===== config.mk =====
export PLATFORM = sky130hd
export DESIGN_NAME = uart_bus_resp
export DESIGN_NICKNAME = d
export VERILOG_FILES = /design/src/rtl/uart_pkg.sv /design/src/rtl/uart_bus_resp_fifo.sv /design/src/rtl/uart_bus_resp.sv
export SDC_FILE = /design/constraint.sdc
export NUM_CORES = 1
export LEC_CHECK = 0
export BUFFER_PORTS_ARGS = -buffer_cell sky130_fd_sc_hd__buf_4
export CAP_MARGIN = 20
export CORE_ASPECT_RATIO = 0.9
export CORE_MARGIN = 4
export CORE_UTILIZATION = 60
export CTS_CLUSTER_DIAMETER = 40
export DETAILED_ROUTE_END_ITERATION = 10
export MAX_ROUTING_LAYER = met4
export PLACE_DENSITY_LB_ADDON = 0.12
export SLEW_MARGIN = 20
export SYNTH_ARGS = -nofsm -noshare
export SYNTH_HDL_FRONTEND = slang
export SYNTH_SLANG_ARGS = --single-unit

===== constraint.sdc =====
create_clock -name i_clk -period 5.4 [get_ports i_clk]
set_input_delay 0.27 -clock i_clk [delete_from_list [all_inputs] [get_ports i_clk]]
set_output_delay 0.27 -clock i_clk [all_outputs]
set_load 0.05 [all_outputs]

===== src/rtl/uart_pkg.sv =====
// Shared register offsets, STATUS bit positions and FSM state types for the bus UART.
package uart_pkg;

  localparam logic [1:0] REG_DATA   = 2'd0;
  localparam logic [1:0] REG_STATUS = 2'd1;
  localparam logic [1:0] REG_DIV    = 2'd2;

  localparam int ST_TX_FULL  = 0;
  localparam int ST_TX_EMPTY = 1;
  localparam int ST_RX_VALID = 2;
  localparam int ST_RX_OVR   = 3;
  localparam int ST_RX_FERR  = 4;

  localparam logic [15:0] MIN_DIV = 16'd4;

  typedef enum logic [1:0] {TX_IDLE, TX_START, TX_DATA, TX_STOP} tx_state_e;
  typedef enum logic [1:0] {RX_IDLE, RX_START, RX_DATA, RX_STOP} rx_state_e;

endpackage


===== src/rtl/uart_bus_resp_fifo.sv =====
// First-word-fall-through synchronous FIFO; push to full and pop from empty are ignored.
module sync_fifo #(
  parameter int WIDTH = 8,
  parameter int DEPTH = 16
) (
  input  logic             i_clk,
  input  logic             i_rst,
  input  logic             i_push,
  input  logic [WIDTH-1:0] i_dat,
  input  logic             i_pop,
  output logic [WIDTH-1:0] o_dat,
  output logic             o_full,
  output logic             o_empty
);

  localparam int AW = $clog2(DEPTH);

  logic [WIDTH-1:0] mem_q [DEPTH];
  logic [AW-1:0]    wr_ptr_q, wr_ptr_d;
  logic [AW-1:0]    rd_ptr_q, rd_ptr_d;
  logic [AW:0]      count_q, count_d;
  logic             do_push, do_pop;

  assign o_full  = (count_q == (AW+1)'(DEPTH));
  assign o_empty = (count_q == '0);
  assign o_dat   = mem_q[rd_ptr_q];

  always_comb begin
    do_push  = i_push && !o_full;
    do_pop   = i_pop && !o_empty;
    wr_ptr_d = do_push ? wr_ptr_q + 1'b1 : wr_ptr_q;
    rd_ptr_d = do_pop ? rd_ptr_q + 1'b1 : rd_ptr_q;
    count_d  = count_q;
    if (do_push && !do_pop) count_d = count_q + 1'b1;
    else if (do_pop && !do_push) count_d = count_q - 1'b1;
  end

  always_ff @(posedge i_clk) begin
    if (i_rst) begin
      wr_ptr_q <= '0;
      rd_ptr_q <= '0;
      count_q  <= '0;
    end else begin
      wr_ptr_q <= wr_ptr_d;
      rd_ptr_q <= rd_ptr_d;
      count_q  <= count_d;
    end
  end

  always_ff @(posedge i_clk) begin
    if (do_push) mem_q[wr_ptr_q] <= i_dat;
  end

endmodule


===== src/rtl/uart_bus_resp.sv =====
// Bus target exposing an 8N1 UART: DATA/STATUS/DIVISOR registers, one-cycle ack on every access.
//
// state     | meaning
// IDLE      | TX: waiting for a queued byte / RX: waiting for a 1->0 on the line
// START     | start bit (RX samples it at divisor/2 to reject glitches)
// DATA      | eight data bits, LSB first
// STOP      | stop bit; RX pushes or flags the frame here
module uart_bus_resp
  import uart_pkg::*;
#(
  parameter int CLK_HZ     = 25000000,
  parameter int BAUD       = 115200,
  parameter int FIFO_DEPTH = 16
) (
  input  logic        i_clk,
  input  logic        i_rst,
  input  logic [31:0] i_addr,
  input  logic [31:0] i_dat_w,
  input  logic [3:0]  i_we,
  input  logic        i_stb,
  output logic [31:0] o_dat_r,
  output logic        o_ack,
  output logic        o_tx,
  input  logic        i_rx
);

  localparam logic [15:0] RST_DIV = 16'(CLK_HZ / BAUD);

  logic        ack_q, ack_d;
  logic [31:0] dat_r_q, dat_r_d;
  logic [15:0] div_q, div_d;
  logic        ovr_q, ovr_d, ferr_q, ferr_d;

  tx_state_e   tx_st_q, tx_st_d;
  logic [15:0] tx_cnt_q, tx_cnt_d;
  logic [2:0]  tx_bit_q, tx_bit_d;
  logic [7:0]  tx_sh_q, tx_sh_d;
  logic        tx_q, tx_d;

  logic        rx_meta_q, rx_sync_q, rx_prev_q;
  rx_state_e   rx_st_q, rx_st_d;
  logic [15:0] rx_cnt_q, rx_cnt_d;
  logic [2:0]  rx_bit_q, rx_bit_d;
  logic [7:0]  rx_sh_q, rx_sh_d;

  logic        tx_push, tx_pop, tx_full, tx_fempty;
  logic [7:0]  tx_head;
  logic        rx_push, rx_pop, rx_full, rx_fempty;
  logic [7:0]  rx_head;

  logic [1:0]  reg_sel;
  logic        is_rd, status_rd, ovr_set, ferr_set;
  logic [31:0] status_vec, rd_val;
  logic        unused_bits;

  assign unused_bits = ^{i_addr[31:4], i_addr[1:0], i_dat_w[31:16]};
  assign o_ack   = ack_q;
  assign o_dat_r = dat_r_q;
  assign o_tx    = tx_q;

  sync_fifo #(.WIDTH(8), .DEPTH(FIFO_DEPTH)) u_tx_fifo (
    .i_clk(i_clk), .i_rst(i_rst), .i_push(tx_push), .i_dat(i_dat_w[7:0]),
    .i_pop(tx_pop), .o_dat(tx_head), .o_full(tx_full), .o_empty(tx_fempty)
  );

  sync_fifo #(.WIDTH(8), .DEPTH(FIFO_DEPTH)) u_rx_fifo (
    .i_clk(i_clk), .i_rst(i_rst), .i_push(rx_push), .i_dat(rx_sh_q),
    .i_pop(rx_pop), .o_dat(rx_head), .o_full(rx_full), .o_empty(rx_fempty)
  );

  always_comb begin
    reg_sel   = i_addr[3:2];
    is_rd     = i_stb && (i_we == 4'b0000);
    status_rd = is_rd && (reg_sel == REG_STATUS);
    tx_push   = i_stb && (reg_sel == REG_DATA) && i_we[0];
    rx_pop    = is_rd && (reg_sel == REG_DATA) && !rx_fempty;

    status_vec              = '0;
    status_vec[ST_TX_FULL]  = tx_full;
    status_vec[ST_TX_EMPTY] = tx_fempty && (tx_st_q == TX_IDLE);
    status_vec[ST_RX_VALID] = !rx_fempty;
    status_vec[ST_RX_OVR]   = ovr_q;
    status_vec[ST_RX_FERR]  = ferr_q;

    case (reg_sel)
      REG_DATA:   rd_val = rx_fempty ? 32'h0 : {23'b0, 1'b1, rx_head};
      REG_STATUS: rd_val = status_vec;
      REG_DIV:    rd_val = {16'b0, div_q};
      default:    rd_val = 32'h0;
    endcase

    ack_d   = i_stb;
    dat_r_d = is_rd ? rd_val : 32'h0;

    div_d = div_q;
    if (i_stb && (reg_sel == REG_DIV) && (i_we[1:0] == 2'b11))
      div_d = (i_dat_w[15:0] < MIN_DIV) ? MIN_DIV : i_dat_w[15:0];
  end

  // Every TX state lasts div_q clocks; div_q is re-read at each bit boundary.
  always_comb begin
    tx_st_d  = tx_st_q;
    tx_cnt_d = tx_cnt_q;
    tx_bit_d = tx_bit_q;
    tx_sh_d  = tx_sh_q;
    tx_d     = tx_q;
    tx_pop   = 1'b0;
    case (tx_st_q)
      TX_IDLE: begin
        if (!tx_fempty) begin
          tx_pop   = 1'b1;
          tx_sh_d  = tx_head;
          tx_cnt_d = div_q - 16'd1;
          tx_st_d  = TX_START;
          tx_d     = 1'b0;
        end
      end
      TX_START: begin
        if (tx_cnt_q == '0) begin
          tx_st_d  = TX_DATA;
          tx_cnt_d = div_q - 16'd1;
          tx_bit_d = 3'd0;
          tx_d     = tx_sh_q[0];
        end else tx_cnt_d = tx_cnt_q - 16'd1;
      end
      TX_DATA: begin
        if (tx_cnt_q == '0) begin
          tx_cnt_d = div_q - 16'd1;
          if (tx_bit_q == 3'd7) begin
            tx_st_d = TX_STOP;
            tx_d    = 1'b1;
          end else begin
            tx_bit_d = tx_bit_q + 3'd1;
            tx_sh_d  = {1'b0, tx_sh_q[7:1]};
            tx_d     = tx_sh_q[1];
          end
        end else tx_cnt_d = tx_cnt_q - 16'd1;
      end
      default: begin
        if (tx_cnt_q == '0) begin
          if (!tx_fempty) begin
            tx_pop   = 1'b1;
            tx_sh_d  = tx_head;
            tx_cnt_d = div_q - 16'd1;
            tx_st_d  = TX_START;
            tx_d     = 1'b0;
          end else begin
            tx_st_d = TX_IDLE;
            tx_d    = 1'b1;
          end
        end else tx_cnt_d = tx_cnt_q - 16'd1;
      end
    endcase
  end

  // A low line after a framing error never shows a 1->0, so RX re-arms only once it goes high.
  always_comb begin
    rx_st_d  = rx_st_q;
    rx_cnt_d = rx_cnt_q;
    rx_bit_d = rx_bit_q;
    rx_sh_d  = rx_sh_q;
    rx_push  = 1'b0;
    ovr_set  = 1'b0;
    ferr_set = 1'b0;
    case (rx_st_q)
      RX_IDLE: begin
        if (rx_prev_q && !rx_sync_q) begin
          rx_st_d  = RX_START;
          rx_cnt_d = (div_q >> 1) - 16'd1;
        end
      end
      RX_START: begin
        if (rx_cnt_q == '0) begin
          if (rx_sync_q) rx_st_d = RX_IDLE;
          else begin
            rx_st_d  = RX_DATA;
            rx_cnt_d = div_q - 16'd1;
            rx_bit_d = 3'd0;
          end
        end else rx_cnt_d = rx_cnt_q - 16'd1;
      end
      RX_DATA: begin
        if (rx_cnt_q == '0) begin
          rx_sh_d  = {rx_sync_q, rx_sh_q[7:1]};
          rx_cnt_d = div_q - 16'd1;
          if (rx_bit_q == 3'd7) rx_st_d = RX_STOP;
          else rx_bit_d = rx_bit_q + 3'd1;
        end else rx_cnt_d = rx_cnt_q - 16'd1;
      end
      default: begin
        if (rx_cnt_q == '0) begin
          rx_st_d = RX_IDLE;
          if (!rx_sync_q) ferr_set = 1'b1;
          else if (rx_full) ovr_set = 1'b1;
          else rx_push = 1'b1;
        end else rx_cnt_d = rx_cnt_q - 16'd1;
      end
    endcase

    ovr_d  = (ovr_q && !status_rd) || ovr_set;
    ferr_d = (ferr_q && !status_rd) || ferr_set;
  end

  always_ff @(posedge i_clk) begin
    if (i_rst) begin
      ack_q     <= 1'b0;
      dat_r_q   <= 32'h0;
      div_q     <= RST_DIV;
      ovr_q     <= 1'b0;
      ferr_q    <= 1'b0;
      tx_st_q   <= TX_IDLE;
      tx_cnt_q  <= '0;
      tx_bit_q  <= '0;
      tx_sh_q   <= '0;
      tx_q      <= 1'b1;
      rx_meta_q <= 1'b1;
      rx_sync_q <= 1'b1;
      rx_prev_q <= 1'b1;
      rx_st_q   <= RX_IDLE;
      rx_cnt_q  <= '0;
      rx_bit_q  <= '0;
      rx_sh_q   <= '0;
    end else begin
      ack_q     <= ack_d;
      dat_r_q   <= dat_r_d;
      div_q     <= div_d;
      ovr_q     <= ovr_d;
      ferr_q    <= ferr_d;
      tx_st_q   <= tx_st_d;
      tx_cnt_q  <= tx_cnt_d;
      tx_bit_q  <= tx_bit_d;
      tx_sh_q   <= tx_sh_d;
      tx_q      <= tx_d;
      rx_meta_q <= i_rx;
      rx_sync_q <= rx_meta_q;
      rx_prev_q <= rx_sync_q;
      rx_st_q   <= rx_st_d;
      rx_cnt_q  <= rx_cnt_d;
      rx_bit_q  <= rx_bit_d;
      rx_sh_q   <= rx_sh_d;
    end
  end

endmodule


==> Word level (Yosys, flattened, before mapping) <==
Memory sizes are Yosys's and may differ from the RTL's. A register that Yosys moved wholly into a read port is not among the register bits.
Cells that the tools add are included.
{ "word_totals": {"mem_count": 2, "in_bits": 72, "reg_bits": 139, "mem_bits_ro": 0, "wordCells": 197, "ram_bits": 256, "latch_bits": 0} }
{ "op_classes": {"addsub": 14, "reduce_logical": 57, "n_div": 0, "order_cmp": 1, "mux": 74, "n_eq_ne": 24, "n_bitwise": 2, "n_mul": 0, "shifts": 0} }
{ "memory_table": {"columns": ["memory", "words", "width", "read_ports", "rd_clocked_by_memory_dff", "write_ports", "line", "source"], "rows": [
  ["u_rx_fifo.mem_q", 16, 8, 1, 1, 1, "uart_bus_resp_fifo.sv:18", "logic [WIDTH-1:0] mem_q [DEPTH];"],
  ["u_tx_fifo.mem_q", 16, 8, 1, 1, 1, "uart_bus_resp_fifo.sv:18", null]
]} }
{ "ops": {"columns": ["cell", "n"], "rows": [
  ["2-to-1 mux 16 bit", 9],
  ["one-hot mux 16 bit (3 select lines)", 2],
  ["subtractor 16 x 1 -> 16 bit (second input constant)", 3],
  ["logical NOT 16 bit", 2],
  ["2-to-1 mux 8 bit", 4],
  ["one-hot mux 16 bit (2 select lines)", 1],
  ["2-to-1 mux 1 bit", 24],
  ["one-hot mux 8 bit (3 select lines)", 1],
  ["2-to-1 mux 2 bit", 11],
  ["inequality test 2 bit (second input constant)", 11],
  ["2-to-1 mux 3 bit", 7],
  ["logical AND 1 bit", 20],
  ["2-to-1 mux 5 bit", 4],
  ["adder 4 x 1 -> 4 bit (second input constant)", 4],
  ["less-than comparator 16 x 3 -> 1 bit (second input constant)", 1],
  ["2-to-1 mux 4 bit", 4],
  ["subtractor 15 x 1 -> 16 bit (second input constant)", 1],
  ["AND reduction 5 bit", 3],
  ["one-hot mux 2 bit (3 select lines)", 2],
  ["one-hot mux 3 bit (2 select lines)", 2],
  ["AND reduction 4 bit", 3],
  ["nonzero test 2 bit", 6],
  ["adder 5 x 1 -> 5 bit (second input constant)", 2],
  ["== test 5 bit (second input constant)", 2],
  ["other kinds (20)", 43]
]} }

==> Logic depth before layout (Yosys ltp) <==
{ "depth": {"word_depth": 10, "ltp_mapped": 17, "depth_no_buf": 16} }

==> Modules after synthesis <==
Synthesis repeated with hierarchy kept, for this count alone.
{ "hier_totals": {"hier_cells": 1382, "area_unflattened_um2": 17521.8} }
{ "by_module_without_submodules": {"columns": ["module", "instances", "cells_each", "area_each_um2", "seq_area_each_um2"], "rows": [
  ["uart_bus_resp", 1, 761, 6024.5, 1941.9],
  ["sync_fifo at u_rx_fifo", 1, 312, 5781.8, 4184.0],
  ["sync_fifo at u_tx_fifo", 1, 309, 5715.5, 4184.0]
]} }

==> Least setup slack after synthesis <==
Ideal clock, no wire load.
{ "synth_path": {"path_kind": "reg2reg", "start": "register u_tx_fifo.count_q[0]", "end": "register u_tx_fifo.count_q[4]", "stages_incl_launch_ff": 14, "n_path_buf": 1, "period_less_slack_ns": 3.227, "t_arrival_ns": 3.156, "setup_ns": 0.070, "setup_slack_ns": 2.173, "required_ns": 5.330, "cell_sequence": "dfxtp_1 -> or4_1 -> nor2_1 -> clkbuf_1 -> nor2_1 -> inv_1 -> ha_1 -> inv_1 -> fa_1 -> a21o_1 -> a21oi_1 -> xnor2_1 -> or3_1 -> a21oi_1"} }
{ "synth_between": {"elab_chain_cells": 8, "elab_cells_between_ends": 18, "classes_between": "add/sub: 2; eq/ne: 1; mux: 5; reduce/logical: 10"} }
{ "synth_rtl": {"columns": ["element", "line", "source"], "rows": [
  ["from (decl)", "uart_bus_resp_fifo.sv:21", "logic [AW:0] count_q, count_d;"],
  ["from (signal assigned)", "uart_bus_resp_fifo.sv:46", "count_q <= count_d;"],
  ["logical NOT 5 bit", "uart_bus_resp_fifo.sv:25", "assign o_empty = (count_q == '0);"],
  ["2-to-1 mux 1 bit", "uart_bus_resp.sv:110, uart_bus_resp.sv:141", null],
  ["2-to-1 mux 1 bit", "uart_bus_resp.sv:140", "if (tx_cnt_q == '0) begin"],
  ["one-hot mux 1 bit (2 select lines)", "uart_bus_resp.sv:108", "case (tx_st_q)"],
  ["logical AND 1 bit", "uart_bus_resp_fifo.sv:30", "do_pop = i_pop && !o_empty;"],
  ["logical NOT 1 bit", "uart_bus_resp_fifo.sv:34", "if (do_push && !do_pop) count_d = count_q + 1'b1;"],
  ["logical AND 1 bit", "uart_bus_resp_fifo.sv:34", null],
  ["2-to-1 mux 5 bit / nonzero test 2 bit (equally long branches)", null, null]
]} }
Several ways; a longest one is shown, not always the timed one. The select of a mux whose other input is x is not followed.
A chain may end at the register's enable or synchronous reset.

==> Final worst setup path <==
{ "layout_path": {"start": "register rx_cnt_q[0]", "end": "register u_rx_fifo.count_q[4]"} }
{ "layout_between": {"elab_chain_cells": 7, "elab_cells_between_ends": 9, "classes_between": "mux: 3; reduce/logical: 6"} }
{ "layout_rtl": {"columns": ["element", "line", "source"], "rows": [
  ["from (decl)", "uart_bus_resp.sv:42", "logic [15:0] rx_cnt_q, rx_cnt_d;"],
  ["from (signal assigned)", "uart_bus_resp.sv:238", "rx_cnt_q <= rx_cnt_d;"],
  ["logical NOT 16 bit *", "uart_bus_resp.sv:191", "if (rx_cnt_q == '0) begin"],
  ["2-to-1 mux 1 bit *", "uart_bus_resp.sv:191", null],
  ["2-to-1 mux 1 bit *", "uart_bus_resp.sv:165", "case (rx_st_q)"],
  ["logical AND 1 bit *", "uart_bus_resp_fifo.sv:29", "do_push = i_push && !o_full;"],
  ["via u_rx_fifo.do_push", "uart_bus_resp_fifo.sv:22", "logic do_push, do_pop;"],
  ["logical NOT 1 bit", "uart_bus_resp_fifo.sv:35", "else if (do_pop && !do_push) count_d = count_q - 1'b1;"],
  ["logical AND 1 bit", "uart_bus_resp_fifo.sv:35", null],
  ["nonzero test 2 bit (no source line)", null, null],
  ["to (signal assigned)", "uart_bus_resp_fifo.sv:46", null],
  ["to (decl)", "uart_bus_resp_fifo.sv:21", null]
]} }
Mark *: on every way through the listed nets, which the timed path passes. The rest lies on a longest branch.

==> results.cfg <==
[floorplanning]
dieArea_mm2 = 0.0325
core_mm2 = 0.0291
rows = 59
fp.dieH_um = 171
num_io_pins = 106
start_util_pct = 61.1
fp.dieW_um = 189

[worst_hold_path]
hp-start = i_stb
min_path_type = in2reg

[pwr]
powerDensity_mw_per_mm2 = 454
peakVddDrop_mv = 0.263
total_leakage_power_nw = 6.69
power.total_mw = 9.04

[place]
place_hpwl_mm = 26.1
finalWeightedCongestion = 0.896
place_area_mm2 = 0.0183
portBuffers = 43

[timing]
slew_headroom_pct = 35.7
hold_viol = 0
rsz0062_at_grt = false
fin_skew_ps = 17.1
whs_ps = 36.1
period_share_pct = 73.5
fmax_ghz = 0.252
setup_viol = 0
min_period_ps = 3970
fin_tns_setup_ps = 0
slew_violations = 0
worst_pin_slew_ps = 965

[drt]
drtAntennaViolNets = 0
highest_layer = met4
wl_per_cell_um = 21.4
drc = 0
vias = 11600
met1_length_mm = 17.9
drt_iter0_markers = 1201
first_pass_iters = 6
via_per_inst = 6.17
totalWireLength_mm = 40.1
met3WireLength_mm = 2.65
routed-wl-met2_mm = 18.6

[synthesis]
synth-compound-area-share_pct = 9.25
synth-async-reset-ratio_pct = 0
ys_top_cells_by_area = edfxtp_1 43%, dfxtp_1 15%, mux4_2 9.6%
yosysUniqueCellTypes = 75
syn_avg_cell_area_um2 = 12.5
synth_top_area_share_pct = 43.2
yosys.area.top_type = edfxtp_1
yosysWarnings = 0
synth_top_family_by_area = simple AND/OR/NAND/NOR gates
seq_area_frac_synth_pct = 58.0
synthSimpleGateAreaFrac_pct = 12.2
muxShareOfSynthArea_pct = 11.0
synth_area_mm2 = 0.0178
ys_seq_elements = 387
syn-instance-count = 1420
synthXorXnorAreaFrac_pct = 3.05
synthAdderAreaFrac_pct = 2.83
synth-edff-count = 256
ys.flop_type = edfxtp_1

[worst_setup_path]
required_ps = 5870
cp-startpoint = rx_cnt_q[0]
worstPathArrival_ps = 4450
crit_type = reg2reg
critPathCaptureType = flop
r2r-start = rx_cnt_q[0]
crit_fanout = 9
cp-start-kind = flop

[finish]
utilization_pct = 68.5
syn2layout_area_growth_pct = 12.0
final_common_cell = edfxtp_1
final_nets = 1555
drive_above_1_share_pct = 16.3
design_area_mm2 = 0.0199
final_cell_mix = 256 x edfxtp_1, 129 x dfxtp_1, 115 x nand2_1
diodes = 0

[clock_network]
htreeDepth = 2
cts_made_buffers = 46
clkLatencyLatePin_ps = 560
clockBufferDepth = 3
path_clk_slew_ps = 60
cts-resized-gates = 0
clkSinkCount = 387
cts_tree = built
cts_root_buf = clkbuf_16

[grt]
grt_pass1_vias = 11300
grt_max_degree = 85
grt_overflow = 0
track_usage_pct = 25.8
antenna_found_initial = 0
grt_pass1_wl_mm = 63.9

[job]
drv_cap = 0

[outcome]
status = finished clean
-- where the power goes --
part	leakage, nW	internal [mW]	switching (mW)
Clock	0.712	1.72	1.26
Combinational	2.58	1.05	1.51
Sequential	3.40	3.29	0.217
-- flip-flops by register name (all words and copies together) (netlist names), 8 cells and up, named ones only --
| register | flops |
|---|---|
| div_q | 16 |
| o_dat_r | 16 |
| rx_sh_q | 8 |
| tx_sh_q | 8 |
| u_rx_fifo.mem_q | 128 |
| rx_cnt_q | 16 |
| u_tx_fifo.mem_q | 128 |
| tx_cnt_q | 16 |
-- kinds of logic (layout without fill, tap and decap cells) --
logic type / after synthesis / in the layout
DFF: 387 / 387
adders and majority gates: 39 / 39
other: 1 / 16
and+or+nand+nor: 429 / 429
buffers and inverters: 148 / 195
xor gates and xnor gates: 61 / 61
AOI/OAI and AO/OA: 255 / 255
muxes: 100 / 100
-- metrics by stage --
stage | worst slack [ps] | instances
after detailed placement | 1550 | 1782
after floorplan | 2170 | 1435
after global routing | 1100 | 1878
after CTS | 1530 | 1878
final | 1430 | 1878
after global placement | 1600 | 1782
-- final cells by class --
type | instances | area [um2]
clock buffers | 59 | 1240
clock inverters | 27 | 254
fillers | 2070 | 9180
inverters | 36 | 135
multi-input cells | 900 | 6900
flip-flops and latches | 387 | 10300
well taps | 396 | 495
repair buffers | 73 | 573
-- worst max-delay path, cell delays in order (launching register included) --
cell	delay, ps
dfxtp_1	350
inv_1	90
ha_1	150
nor4b_1	460
and4b_1	520
nand4_2	370
inv_1	310
ha_1	230
inv_1	110
fa_1	420
a21o_1	190
a21oi_1	170
xnor2_1	90
or3_1	300
a21oi_1	140
-- metal layers --
metal / global-route usage (%) / vias up
met5: - / -
met4: 6.64 / 0
met3: 4.30 / 66
met2: 38.9 / 412
met1: 37.3 / 5706
li1: - / 5404
-- worst paths after layout --
| path | slack (ps) | cells past startpoint | end |
|---|---|---|---|
| setup / recovery | 1430 | 14 | u_rx_fifo.count_q[4] |
| hold / removal | 40 | 2 | o_ack |
| setup reg to reg | 1430 | 14 | u_rx_fifo.count_q[4] |
| hold reg to reg | 420 | 1 | rx_sync_q |
-- timing repair --
action / in CTS / in global routing
hold endpoints to repair: 13 / 0
hold buffers: 10 / 0
endpoints found under the setup margin: 0 / 0
buffers inserted: 0 / 0
-- synthesized netlist by cell type (all sizes together) (4+ instances only) --
| cell type | n |
|---|---|
| a211oi | 22 |
| a21boi | 4 |
| a21o | 8 |
| a21oi | 85 |
| a221oi | 10 |
| a22oi | 10 |
| a31oi | 12 |
| and2 | 18 |
| and4 | 4 |
| buf | 44 |
| clkbuf | 68 |
| dfxtp | 131 |
| edfxtp | 256 |
| ha | 37 |
| inv | 35 |
| mux2i | 21 |
| mux4 | 76 |
| nand2 | 115 |
| nand2b | 13 |
| nand3 | 23 |
| nand4 | 19 |
| nor2 | 113 |
| nor2b | 9 |
| nor3 | 43 |
| nor3b | 9 |
| nor4 | 23 |
| o211ai | 11 |
| o21ai | 38 |
| o221ai | 7 |
| o22ai | 14 |
| o31ai | 4 |
| o32ai | 4 |
| or2 | 6 |
| or3 | 6 |
| or4 | 13 |
| xnor2 | 31 |
| xor2 | 30 |
(Power assumes the default switching activity.)
